### config.mk
export PLATFORM = sky130hd
export DESIGN_NAME = regfile_write_arbiter
export DESIGN_NICKNAME = d
export VERILOG_FILES = /design/src/rtl/regfile_write_arbiter.sv
export SDC_FILE = /design/constraint.sdc
export NUM_CORES = 1
export LEC_CHECK = 0
export ABC_AREA = 0
export BUFFER_PORTS_ARGS = -buffer_cell sky130_fd_sc_hd__buf_2
export CAP_MARGIN = 10
export CORE_MARGIN = 8
export CORE_UTILIZATION = 40
export DETAILED_ROUTE_END_ITERATION = 6
export GPL_ROUTABILITY_DRIVEN = 0
export GPL_TIMING_DRIVEN = 1
export PLACE_DENSITY = 0.66
export SKIP_CTS_REPAIR_TIMING = 1
export SLEW_MARGIN = 25
export SYNTH_ARGS = -nofsm -noshare
export SYNTH_HDL_FRONTEND = slang
export SYNTH_SLANG_ARGS = --single-unit
### constraint.sdc
create_clock -name clock -period 2.8 [get_ports clock]
set_input_delay 0.56 -clock clock [delete_from_list [all_inputs] [get_ports clock]]
set_output_delay 0.56 -clock clock [all_outputs]
set_load 0.01 [all_outputs]
### src/rtl/regfile_write_arbiter.sv
// regfile_write_arbiter
//
// Shares the single register-file write port between the in-order WB stage
// and a long-latency return unit (non-blocking loads, iterative units).
//
// WB wins the port by default. Return-unit writes wait in a small FIFO and
// drain in cycles where WB does not write. If WB keeps winning for
// STARVE_LIMIT cycles while the FIFO is non-empty, WB is stalled for one
// cycle so the FIFO head can drain.
//
// A WB write cancels the matching bytes of older queued writes to the same
// register (WAW). Queued data is never forwarded, so ID asks whether its
// source register has a live queued write and stalls if it does.
//
// Optional feature (macro REGFILE_ARB_PERF_EN):
//   defined   -> adds perf_stall_count / perf_queue_full_count outputs
//   undefined -> those ports and counters are absent
//
// Parameters
//   FIFO_DEPTH    return-unit queue entries (power of two, >= 2)
//   STARVE_LIMIT  consecutive WB-won cycles with a non-empty FIFO before WB stalls
//
// Ports
//   clock, reset                    core clock, synchronous active-high reset
//   wb_write_enabled/_address/_strobe/_data   WB write request
//   wb_stall                        holds WB (ready_go low); registered state only
//   ret_valid/_address/_strobe/_data          return-unit write request
//   ret_ready                       FIFO not full
//   rf_write_enabled/_address/_strobe/_data   granted write, same cycle
//   rf_write_from_ret               granted slot came from the FIFO
//   id_query_address                ID source register to check
//   id_query_pending                a live queued write targets that register
//   perf_stall_count                cycles with wb_stall=1 (perf build only)
//   perf_queue_full_count           cycles with ret_ready=0 (perf build only)

module regfile_write_arbiter #(
    parameter int FIFO_DEPTH   = 4,
    parameter int STARVE_LIMIT = 8
) (
    input  logic        clock,
    input  logic        reset,
`ifdef REGFILE_ARB_PERF_EN
    output logic [31:0] perf_stall_count,
    output logic [31:0] perf_queue_full_count,
`endif
    input  logic        wb_write_enabled,
    input  logic [4:0]  wb_write_address,
    input  logic [3:0]  wb_write_strobe,
    input  logic [31:0] wb_write_data,
    output logic        wb_stall,
    input  logic        ret_valid,
    output logic        ret_ready,
    input  logic [4:0]  ret_address,
    input  logic [3:0]  ret_strobe,
    input  logic [31:0] ret_data,
    output logic        rf_write_enabled,
    output logic [4:0]  rf_write_address,
    output logic [3:0]  rf_write_strobe,
    output logic [31:0] rf_write_data,
    output logic        rf_write_from_ret,
    input  logic [4:0]  id_query_address,
    output logic        id_query_pending
);

    localparam int PTR_W = $clog2(FIFO_DEPTH);
    localparam int CNT_W = PTR_W + 1;
    localparam int SC_W  = $clog2(STARVE_LIMIT + 1);

    localparam logic [CNT_W-1:0] FULL_COUNT = CNT_W'(FIFO_DEPTH);
    localparam logic [SC_W-1:0]  SC_LIMIT   = SC_W'(STARVE_LIMIT);

    // Saturating increment: the forced drain normally clears the counter at
    // the limit, the saturation only keeps it from ever wrapping.
    function automatic logic [SC_W-1:0] starve_sat_inc(input logic [SC_W-1:0] cnt);
        if (cnt == SC_LIMIT)
            return cnt;
        return cnt + SC_W'(1);
    endfunction

    // FIFO storage (data path, not reset) and control state
    logic [4:0]       q_addr [FIFO_DEPTH];
    logic [3:0]       q_strb [FIFO_DEPTH];
    logic [31:0]      q_data [FIFO_DEPTH];

    logic [PTR_W-1:0] rd_ptr;
    logic [PTR_W-1:0] wr_ptr;
    logic [CNT_W-1:0] count;
    logic [SC_W-1:0]  starve_cnt;

    logic [FIFO_DEPTH-1:0] live;
    logic             fifo_empty;
    logic             force_drain;
    logic             grant_wb;
    logic             pop;
    logic             push_accept;
    logic             enq;

    // An entry is live when its distance from the read pointer (mod depth)
    // is below the occupancy count.
    always_comb begin
        live = '0;
        for (int i = 0; i < FIFO_DEPTH; i++) begin
            live[i] = CNT_W'(PTR_W'(PTR_W'(i) - rd_ptr)) < count;
        end
    end

    // Grant decision uses only registered state plus wb_write_enabled;
    // wb_stall itself never looks at the wb_* inputs.
    assign fifo_empty  = (count == '0);
    assign force_drain = !fifo_empty && (starve_cnt == SC_LIMIT);
    assign grant_wb    = wb_write_enabled && !force_drain;
    assign pop         = !fifo_empty && !grant_wb;

    assign wb_stall    = force_drain;
    assign ret_ready   = (count != FULL_COUNT);

    // Writes to r0 or with an empty strobe are accepted but never stored.
    assign push_accept = ret_valid && ret_ready;
    assign enq         = push_accept && (ret_address != 5'd0) && (ret_strobe != 4'd0);

    always_comb begin
        rf_write_enabled  = 1'b0;
        rf_write_address  = '0;
        rf_write_strobe   = '0;
        rf_write_data     = '0;
        rf_write_from_ret = 1'b0;
        if (grant_wb) begin
            rf_write_enabled = 1'b1;
            rf_write_address = wb_write_address;
            rf_write_strobe  = wb_write_strobe;
            rf_write_data    = wb_write_data;
        end else if (pop) begin
            // A fully cancelled entry still uses its slot but writes nothing.
            rf_write_enabled  = (q_strb[rd_ptr] != 4'd0);
            rf_write_address  = q_addr[rd_ptr];
            rf_write_strobe   = q_strb[rd_ptr];
            rf_write_data     = q_data[rd_ptr];
            rf_write_from_ret = 1'b1;
        end
    end

    always_comb begin
        id_query_pending = 1'b0;
        for (int i = 0; i < FIFO_DEPTH; i++) begin
            if (live[i] && (q_addr[i] == id_query_address) && (q_strb[i] != 4'd0))
                id_query_pending = 1'b1;
        end
        if (id_query_address == 5'd0)
            id_query_pending = 1'b0;
    end

    // Control state: pointers, occupancy, starvation counter
    always_ff @(posedge clock) begin
        if (reset) begin
            rd_ptr     <= '0;
            wr_ptr     <= '0;
            count      <= '0;
            starve_cnt <= '0;
        end else begin
            if (enq)
                wr_ptr <= wr_ptr + PTR_W'(1);
            if (pop)
                rd_ptr <= rd_ptr + PTR_W'(1);
            count <= count + CNT_W'(enq) - CNT_W'(pop);

            if (fifo_empty || !grant_wb)
                starve_cnt <= '0;
            else
                starve_cnt <= starve_sat_inc(starve_cnt);
        end
    end

    // Entry storage: new push, or WAW byte cancel on older live entries.
    // The slot being pushed is never live (push needs count < depth), so a
    // same-cycle push is not masked by the WB write it is younger than.
    always_ff @(posedge clock) begin
        for (int i = 0; i < FIFO_DEPTH; i++) begin
            if (enq && (wr_ptr == PTR_W'(i))) begin
                q_addr[i] <= ret_address;
                q_strb[i] <= ret_strobe;
                q_data[i] <= ret_data;
            end else if (grant_wb && live[i] && (q_addr[i] == wb_write_address)) begin
                q_strb[i] <= q_strb[i] & ~wb_write_strobe;
            end
        end
    end

`ifdef REGFILE_ARB_PERF_EN
    // Free-running wrapping event counters
    always_ff @(posedge clock) begin
        if (reset) begin
            perf_stall_count      <= '0;
            perf_queue_full_count <= '0;
        end else begin
            if (wb_stall)
                perf_stall_count <= perf_stall_count + 32'd1;
            if (!ret_ready)
                perf_queue_full_count <= perf_queue_full_count + 32'd1;
        end
    end
`endif

endmodule

Word-level counts from Yosys, hierarchy flattened
Memory sizes are Yosys's and may differ from the RTL's. A register that Yosys moved wholly into a read port is not among the register bits.
Index checks and enable logic that the tools add are counted.
Widths: inputs -> output; s select.
{ "totals": {"register_bits": 11, "mem_bits_rw": 164, "input_bits": 91, "output_inout_bits": 46, "elab_cells": 157, "memories": 3} }
{ "classes": {"n_addsub": 9, "n_lt_le_gt_ge": 4, "eq_ne": 14, "mux": 67, "bitwise_logic": 9, "reduce_logical": 47} }
{ "mem_list": {"columns": ["memory", "depth", "word_bits", "rd", "rd_ports_with_merged_regs", "write_ports", "line_no", "rtl"], "rows": [
  ["q_data", 4, 32, 1, 1, 1, "83", "logic [31:0] q_data [FIFO_DEPTH];"],
  ["q_addr", 4, 5, 5, 1, 1, "81", "logic [4:0] q_addr [FIFO_DEPTH];"],
  ["q_strb", 4, 4, 5, 1, 4, "82", "logic [3:0] q_strb [FIFO_DEPTH];"]
]} }
{ "op_table": {"columns": ["operator", "n"], "rows": [
  ["$mux 32", 5],
  ["$reduce_or 32->1", 3],
  ["$eq 5x5->1", 8],
  ["$mux 1", 38],
  ["$mux 4", 7],
  ["$logic_and 1x1->1", 26],
  ["$mux 5", 5],
  ["$mux 2", 12],
  ["$reduce_bool 4->1", 6],
  ["$and 4x4->4", 4],
  ["$reduce_or 5->1", 3],
  ["$lt 2x3->1", 4],
  ["$logic_not 5->1", 1],
  ["$reduce_bool 5->1", 1],
  ["$add 2x1->2 const B", 2],
  ["$add 4x1->4 const B", 1],
  ["$eq 2x2->1 const B", 2],
  ["$eq 4x4->1 const B", 1],
  ["$not 4->4", 1],
  ["$or 1x1->1", 4],
  ["$sub 1x2->2 const A", 2],
  ["$sub 2x2->2 const A", 2],
  ["$add 3x1->3", 1],
  ["$logic_not 1->1", 3],
  ["8 further kinds", 8]
]} }

Longest topological paths before layout
Gate-level depths: netlist of the first run.
{ "logic_depth": {"word_depth": 11, "mapped_depth": 13, "mapped_depth_nobuf": 12} }

Least setup slack after synthesis of the first run
OpenSTA, ideal clock, no wires.
{ "synth_timing": {"path_type": "input-to-reg", "from": "input ret_address[1]", "to": "memory q_strb[1][0] (data pin)", "setup_time_ps": 267, "arrival_ps": 2718, "required_time_ps": 2533, "setup_slack_ps": -185, "stages": 6, "path_buffers": 1, "path_cell_list": "nor3_1 a211oi_2 and2_2 clkbuf_1 or2_2 o21ai_0"} }
{ "synth_lines": {"columns": ["item", "line_no", "rtl"], "rows": [
  ["start: declaration", "53", "input logic [4:0] ret_address,"],
  ["end: declaration", "82", null]
]} }

Worst setup path in the final report of the first run
{ "layout_timing": {"from": "register rd_ptr[1]", "to": "output id_query_pending"} }
{ "layout_between": {"elab_chain_cells": 9, "word_cells_on_any_way": 21, "cone_classes": "4 x add/sub; 4 x order compare; 5 x mux; 8 x reduce/logical"} }
{ "layout_lines": {"columns": ["item", "line_no", "rtl"], "rows": [
  ["start: declaration", "85", "logic [PTR_W-1:0] rd_ptr;"],
  ["start signal: assignment", "163", "rd_ptr <= rd_ptr + PTR_W'(1);"],
  ["$sub 1x2->2", "103", "live[i] = CNT_W'(PTR_W'(PTR_W'(i) - rd_ptr)) < count;"],
  ["$lt 2x3->1", "103", null],
  ["$logic_and 1x1->1 (2 in series)", "145", "if (live[i] && (q_addr[i] == id_query_address) && (q_strb[i] != 4'd0))"],
  ["$mux 1 (3 in series)", "145", null],
  ["$mux 1 *", "145", null],
  ["$mux 1 *", "148", "if (id_query_address == 5'd0)"],
  ["end: declaration", "62", "output logic id_query_pending"]
]} }
Every way passes the cells marked *; elsewhere a longest branch is shown, timed or not.

==> impl_metrics.yaml, run 1 <==
synth:
  synth_simple_gate_area_share_pct: 5.54
  synthesis.area_um2: 8060
  synth_common_cells: "edfxtp_1 (164), a22o_1 (41), mux4_2 (41)"
  synthArstFlopShare_pct: 0
  yosys-top-cells-area: "edfxtp_1 (61%), mux4_2 (11%), a22o_1 (4.5%)"
  synth_top_flop_cell: "edfxtp_1"
  synth_top_family_by_area: "multiplexers"
  synth_top_area_cell: "edfxtp_1"
  syn_nets: 590
  ys_seq_elements: 177
  avgSynthCellArea_um2: 16.6
  synth-xor-area-share_pct: 5.21
  yosysMostFrequentCell: "edfxtp_1"
  synth_edf_count: 164
  synthAdderAreaFrac_pct: 2.11
  syn-instance-count: 486
  ys_warn_count: 0
  synthMuxAreaShare_pct: 13.7
  synth.top_cell.area_share_pct: 61.1
  ys_types: 39
  synth_seq_area_share_pct: 64.3
  synth_compound_area_share_pct: 6.55
sta:
  slew_violations: 0
  relSlewSlack_pct: 49.4
  hold_viol: 0
  period_needed_ns: 2.71
  timing.fmax_ghz: 0.369
  rsz0062_at_grt: "yes"
  worst_slew_pin_slew_ns: 0.752
  fin_crit_sh_pct: 96.9
  fin_worst_skew_ns: 0.00981
  setup_viol: 0
detailed_routing:
  drtIter0Drc: 289
  drc: 0
  postRouteAntennaNets: 0
  vias: 4812
  wire_per_inst_um: 21.7
  wl_met1_mm: 7.98
  highest_layer: "met5"
  route.met3.wl_mm: 1.49
  finalWirelength_mm: 19.6
  dr.pass1.iters: 4
  avgViaCountPerCell: 5.31
  wl_met2_mm: 9.87
placement:
  placed_area_um2: 9060
  io_buffer_count: 136
  dp_hpwl_mm: 13.2
floorplanning:
  std_cell_rows: 52
  die_area_um2: 25000
  initial_core_util_pct: 40.2
  ios: 137
  core_um2: 20000
  die_x_um: 158
  die_y_um: 158
setup_path:
  endpoint_kind: "primary output"
  startpoint: "rd_ptr[1]"
  rr_worst_depth: 11
  critPathMaxFanout: 3
  r2r-start: "count[0]"
  startpoint_type: "register"
  crit_type: "reg -> out"
  crit_required_ns: 2.24
  cp-endpoint: "id_query_pending"
  timing.rr.end: "count[2]"
  r2r_slack_ns: 0.19
  arrival_ns: 2.15
final_layout:
  final-seq-area_um2: 5190
  final_area_um2: 9740
  drive_gt1_share_pct: 40.2
  multi_input_comb_area_um2: 2690
  nNetsFinal: 726
  utilization_pct: 48.6
  synthToLayoutAreaGrowth_pct: 20.8
  n_fill_cell: 1768
hold_path:
  hold_path.class: "in -> reg"
cts:
  htree_levels: 4
  cts_buffers: 17
  clk-insertion-delay-late_ns: 0.42
  clkSlewWorstSetupHoldPaths_ns: 0.07
  clock_path_buffers: 2
  cts.sinks: 177
  cts_tree: "built"
  cts_root_buffer: "clkbuf_16"
run_status:
  outcome: "complete, no violations"
global_route:
  grt_pass1_vias: 5160
  grt.overflow.total: 0
  antenna_found_initial: 2
  grt_max_degree: 45
  gr-usage-all-layers_pct: 15.7
  grt_first_pass_wirelength_mm: 29.0
flow_run:
  drv_cap: 0
power:
  vdd_drop_max_uv: 370
  p_leak_nw: 3.52
  powerDensity_nw_per_um2: 809
==> cell type report <==
cell class                      instances  area share, %
Clock buffer                           18           4.41
Multi-Input combinational cell        260           27.6
Sequential cell                       177           53.3
Timing Repair Buffer                  152           8.80
Clock inverter                         14           1.79
Antenna cell                            1         0.0257
Tap cell                              270           3.47
Inverter                               14          0.540
==> sequential cells by signal, indices dropped and copies added (netlist names), named ones only <==
name	flops
q_strb	16
count	3
starve_cnt	4
q_data	128
wr_ptr	2
q_addr	20
rd_ptr	2
==> per-layer routing <==
metal / track usage [%] / vias to the layer above
li1: - / 2176
met1: 19.1 / 2445
met2: 26.0 / 162
met3: 4.45 / 25
met4: 5.93 / 4
met5: 0 / -
==> stage by stage <==
stage | instances | power (mW) | setup WS, ns | setup TNS (ns) | hold slack (ns)
after floorplan | 486 | 4.76 | 0.0681 | 0 | 0.479
after global placement | 869 | 5.44 | 0.108 | 0 | 0.491
after detailed placement | 869 | 5.50 | 0.000562 | 0 | 0.528
after CTS | 901 | 7.90 | -0.0337 | -0.408 | 0.327
after global routing | 905 | 8.27 | -0.0302 | -0.325 | 0.327
final | 906 | 7.88 | 0.0872 | 0 | 0.352
==> cell usage in the layout, fill, tap and decap left out, drive strengths merged, types with 3 or more instances in the layout <==
cell / n
nor4: 9
a22o: 41
buf: 151
ha: 12
nand2b: 6
inv: 20
clkinv: 3
nor2b: 13
nand3: 8
clkinvlp: 3
mux2: 12
clkbuf: 19
o31ai: 3
a21oi: 6
o21ai: 11
nand2: 7
xor2: 29
nor2: 18
or4: 3
xnor2: 19
mux4: 41
dfxtp: 13
nor3: 7
edfxtp: 164
==> cell families (layout without fill, tap and decap cells) <==
family | count (synthesis) | after routing
adders and majority gates | 13 | 13
buffers and inverters | 49 | 198
AOI/OAI and AO/OA | 67 | 67
and+or+nand+nor | 79 | 79
DFF | 177 | 177
other | 0 | 1
xor gates and xnor gates | 48 | 48
muxes | 53 | 53
==> where the power goes <==
| group | internal [mW] | leakage, nW | switching (mW) | total, mW |
|---|---|---|---|---|
| Combinational | 1.00 | 1.63 | 1.11 | 2.11 |
| Clock | 1.35 | 0.285 | 1.04 | 2.39 |
| Sequential | 3.20 | 1.61 | 0.171 | 3.38 |
==> how the worst min path moves through the flow <==
stage | start | end | slack (ns) | depth (start not counted)
after CTS | ret_data[1] | q_data[0][1] | 0.33 | 1
after floorplan | starve_cnt[3] | starve_cnt[3] | 0.48 | 2
final | ret_data[0] | q_data[2][0] | 0.35 | 1
after global routing | ret_data[1] | q_data[0][1] | 0.33 | 1
after detailed placement | starve_cnt[3] | starve_cnt[3] | 0.53 | 2
after global placement | starve_cnt[3] | starve_cnt[3] | 0.49 | 2
==> critical path: stages (launching register included) <==
cell	delay, ns
dfxtp_1	0.34
xnor2_1	0.23
inv_1	0.08
ha_1	0.28
a21oi_1	0.17
nor2_2	0.08
o21ai_0	0.18
o21a_1	0.20
buf_2	0.15
No activity file was read; power rests on OpenSTA's default activity.
==> run 2, diff against run 1 <==
--- a/config.mk
+++ b/config.mk
@@ -9,11 +9,11 @@
 export BUFFER_PORTS_ARGS = -buffer_cell sky130_fd_sc_hd__buf_2
 export CAP_MARGIN = 10
 export CORE_MARGIN = 8
-export CORE_UTILIZATION = 40
+export CORE_UTILIZATION = 56
 export DETAILED_ROUTE_END_ITERATION = 6
 export GPL_ROUTABILITY_DRIVEN = 0
 export GPL_TIMING_DRIVEN = 1
-export PLACE_DENSITY = 0.66
+export PLACE_DENSITY = 0.84
 export SKIP_CTS_REPAIR_TIMING = 1
 export SLEW_MARGIN = 25
 export SYNTH_ARGS = -nofsm -noshare
==> constraint.sdc (replaced) <==
create_clock -name clock -period 2.6 [get_ports clock]
set_input_delay 0.52 -clock clock [delete_from_list [all_inputs] [get_ports clock]]
set_output_delay 0.52 -clock clock [all_outputs]
set_load 0.01 [all_outputs]
==> run 2 against run 1 <==
Critical path depth up 1. Final cell count is 8.3% lower. Flip-flop and latch count did not move. Count of clock-buffer cells in the layout is the same. Clock power is 2% higher. Hold slack got worse by 0.043 ns. Sequential power grew 8.0%. Critical path type unchanged. Largest cell class unchanged.
==> impl_metrics.yaml, run 2 (synthesized netlist as in run 1, its figures left out) <==
detailed_routing:
  vias: 4869
  drc: 0
  drtIter0Drc: 309
  dr.pass1.iters: 5
  avgViaCountPerCell: 5.86
  finalWirelength_mm: 18.3
  wire_per_inst_um: 22.0
  postRouteAntennaNets: 0
floorplanning:
  initial_core_util_pct: 56.3
  ios: 137
  core_um2: 14300
  die_area_um2: 18500
  std_cell_rows: 44
  die_y_um: 136
  die_x_um: 136
sta:
  slew_violations: 0
  setup_viol: 0
  rsz0062_at_grt: "yes"
  fin_worst_skew_ns: 0.00586
  hold_viol: 0
  setup_tns_ns: 0
  relSlewSlack_pct: 61.7
  period_needed_ns: 2.56
  worst_slew_pin_slew_ns: 0.575
  timing.fmax_ghz: 0.390
  fin_crit_sh_pct: 98.6
  finalWorstSetupSlack_ns: 0.0356
power:
  vdd_drop_max_uv: 593
  power_mw: 8.61
  powerDensity_nw_per_um2: 873
  p_leak_nw: 3.62
final_layout:
  n_fill_cell: 934
  antenna_cells: 0
  layout_commonest_cell: "edfxtp_1"
  synthToLayoutAreaGrowth_pct: 22.3
  final_area_um2: 9860
  largest_reg_flops: 128
  nNetsFinal: 739
  utilization_pct: 68.9
  final_cell_mix: "edfxtp_1 (164), buf_2 (133), mux4_2 (41), a22o_1 (41), xor2_1 (28)"
  largest_register: "q_data"
  drive_gt1_share_pct: 43.1
  reg_top3: "q_data x128, q_addr x20, q_strb x16"
setup_path:
  startpoint: "starve_cnt[0]"
  crit_type: "reg -> out"
  crit_required_ns: 2.08
  startpoint_type: "register"
  crit_path_frequent_cell: "buf_6"
  endpoint_kind: "primary output"
  arrival_ns: 2.04
  critPathMaxFanout: 6
  max_stage_delay_ns: 0.33
  r2r-start: "starve_cnt[0]"
  crit_path_top_delay_cell: "dfxtp_2"
  path_cells: "inv_2 > ha_4 > nand3b_1 > buf_6 > a21oi_4 > buf_6 > clkbuf_16 > a22o_1 > buf_2"
global_route:
  grt_pass1_vias: 5081
  grt_max_degree: 38
  grt.overflow.total: 0
  grt_first_pass_wirelength_mm: 26.8
  antenna_found_initial: 1
  gr-usage-all-layers_pct: 19.3
placement:
  place_ws_ns: -0.0122
  io_buffer_count: 136
  dp_hpwl_mm: 12.1
  placed_area_um2: 8960
hold_path:
  hold_start: "ret_data[22]"
  hold_path.class: "in -> reg"
cts:
  cts_root_buffer: "clkbuf_16"
  cts_tree: "built"
  htree_levels: 4
  cts_buffers: 17
  clock_path_buffers: 2
  clk-insertion-delay-late_ns: 0.42
  cts.sinks: 177
  clkSlewWorstSetupHoldPaths_ns: 0.07
flow_run:
  drv_cap: 0
run_status:
  outcome: "complete, no violations"
## run 2: cell count changes in the layout (fill, tap and decap cells not counted), sizes merged
cell and change:
clkbuf +2, buf +11, inv -3, clkinv +3
clkinvlp -1, diode -1
## run 2: routing by layer
| layer | GRT usage, % | up-vias | wire length, µm |
|---|---|---|---|
| met5 | 0 | - | 10 |
| met4 | 7.02 | 2 | 257 |
| met3 | 5.06 | 17 | 1240 |
| met2 | 32.5 | 219 | 9470 |
| met1 | 23.4 | 2428 | 7310 |
| li1 | - | 2203 | - |
## run 2: critical path: cells and delay by family (launching register included)
family	cells	cell delay, ns
flops	1	0.33
buf+inv	5	0.73
fa+ha+maj	1	0.12
simple gates	1	0.17
compound gates	2	0.27
## run 2: layout make-up
cell class | instances | area [µm²] | share of cell area (%)
timing repair buffer | 165 | 1050 | 10.7
clock inverter | 13 | 136 | 1.38
multi-input combinational | 260 | 2760 | 28.0
sequential | 177 | 5200 | 52.7
tap | 184 | 230 | 2.33
clock buffer | 18 | 429 | 4.35
inverter | 14 | 52.6 | 0.533
## run 2: report_power, final
| group | internal [mW] | switching [mW] |
|---|---|---|
| logic | 1.28 | 1.24 |
| clock network | 1.41 | 1.03 |
| registers | 3.46 | 0.194 |
## run 2: path summary, 6_finish.rpt
kind / end / slack (ns) / cells after the start
worst min register to register: starve_cnt[3] / 0.53 / 2
worst max-delay path: rf_write_data[17] / 0.04 / 9
worst min-delay path: q_data[1][22] / 0.31 / 1
worst max register to register: count[2] / 0.10 / 14
## run 2: per-stage QoR
step	instances	hold slack, ns
after floorplan	486	0.479
after global placement	787	0.490
after detailed placement	787	0.515
after CTS	818	0.285
after global routing	831	0.292
final	831	0.309
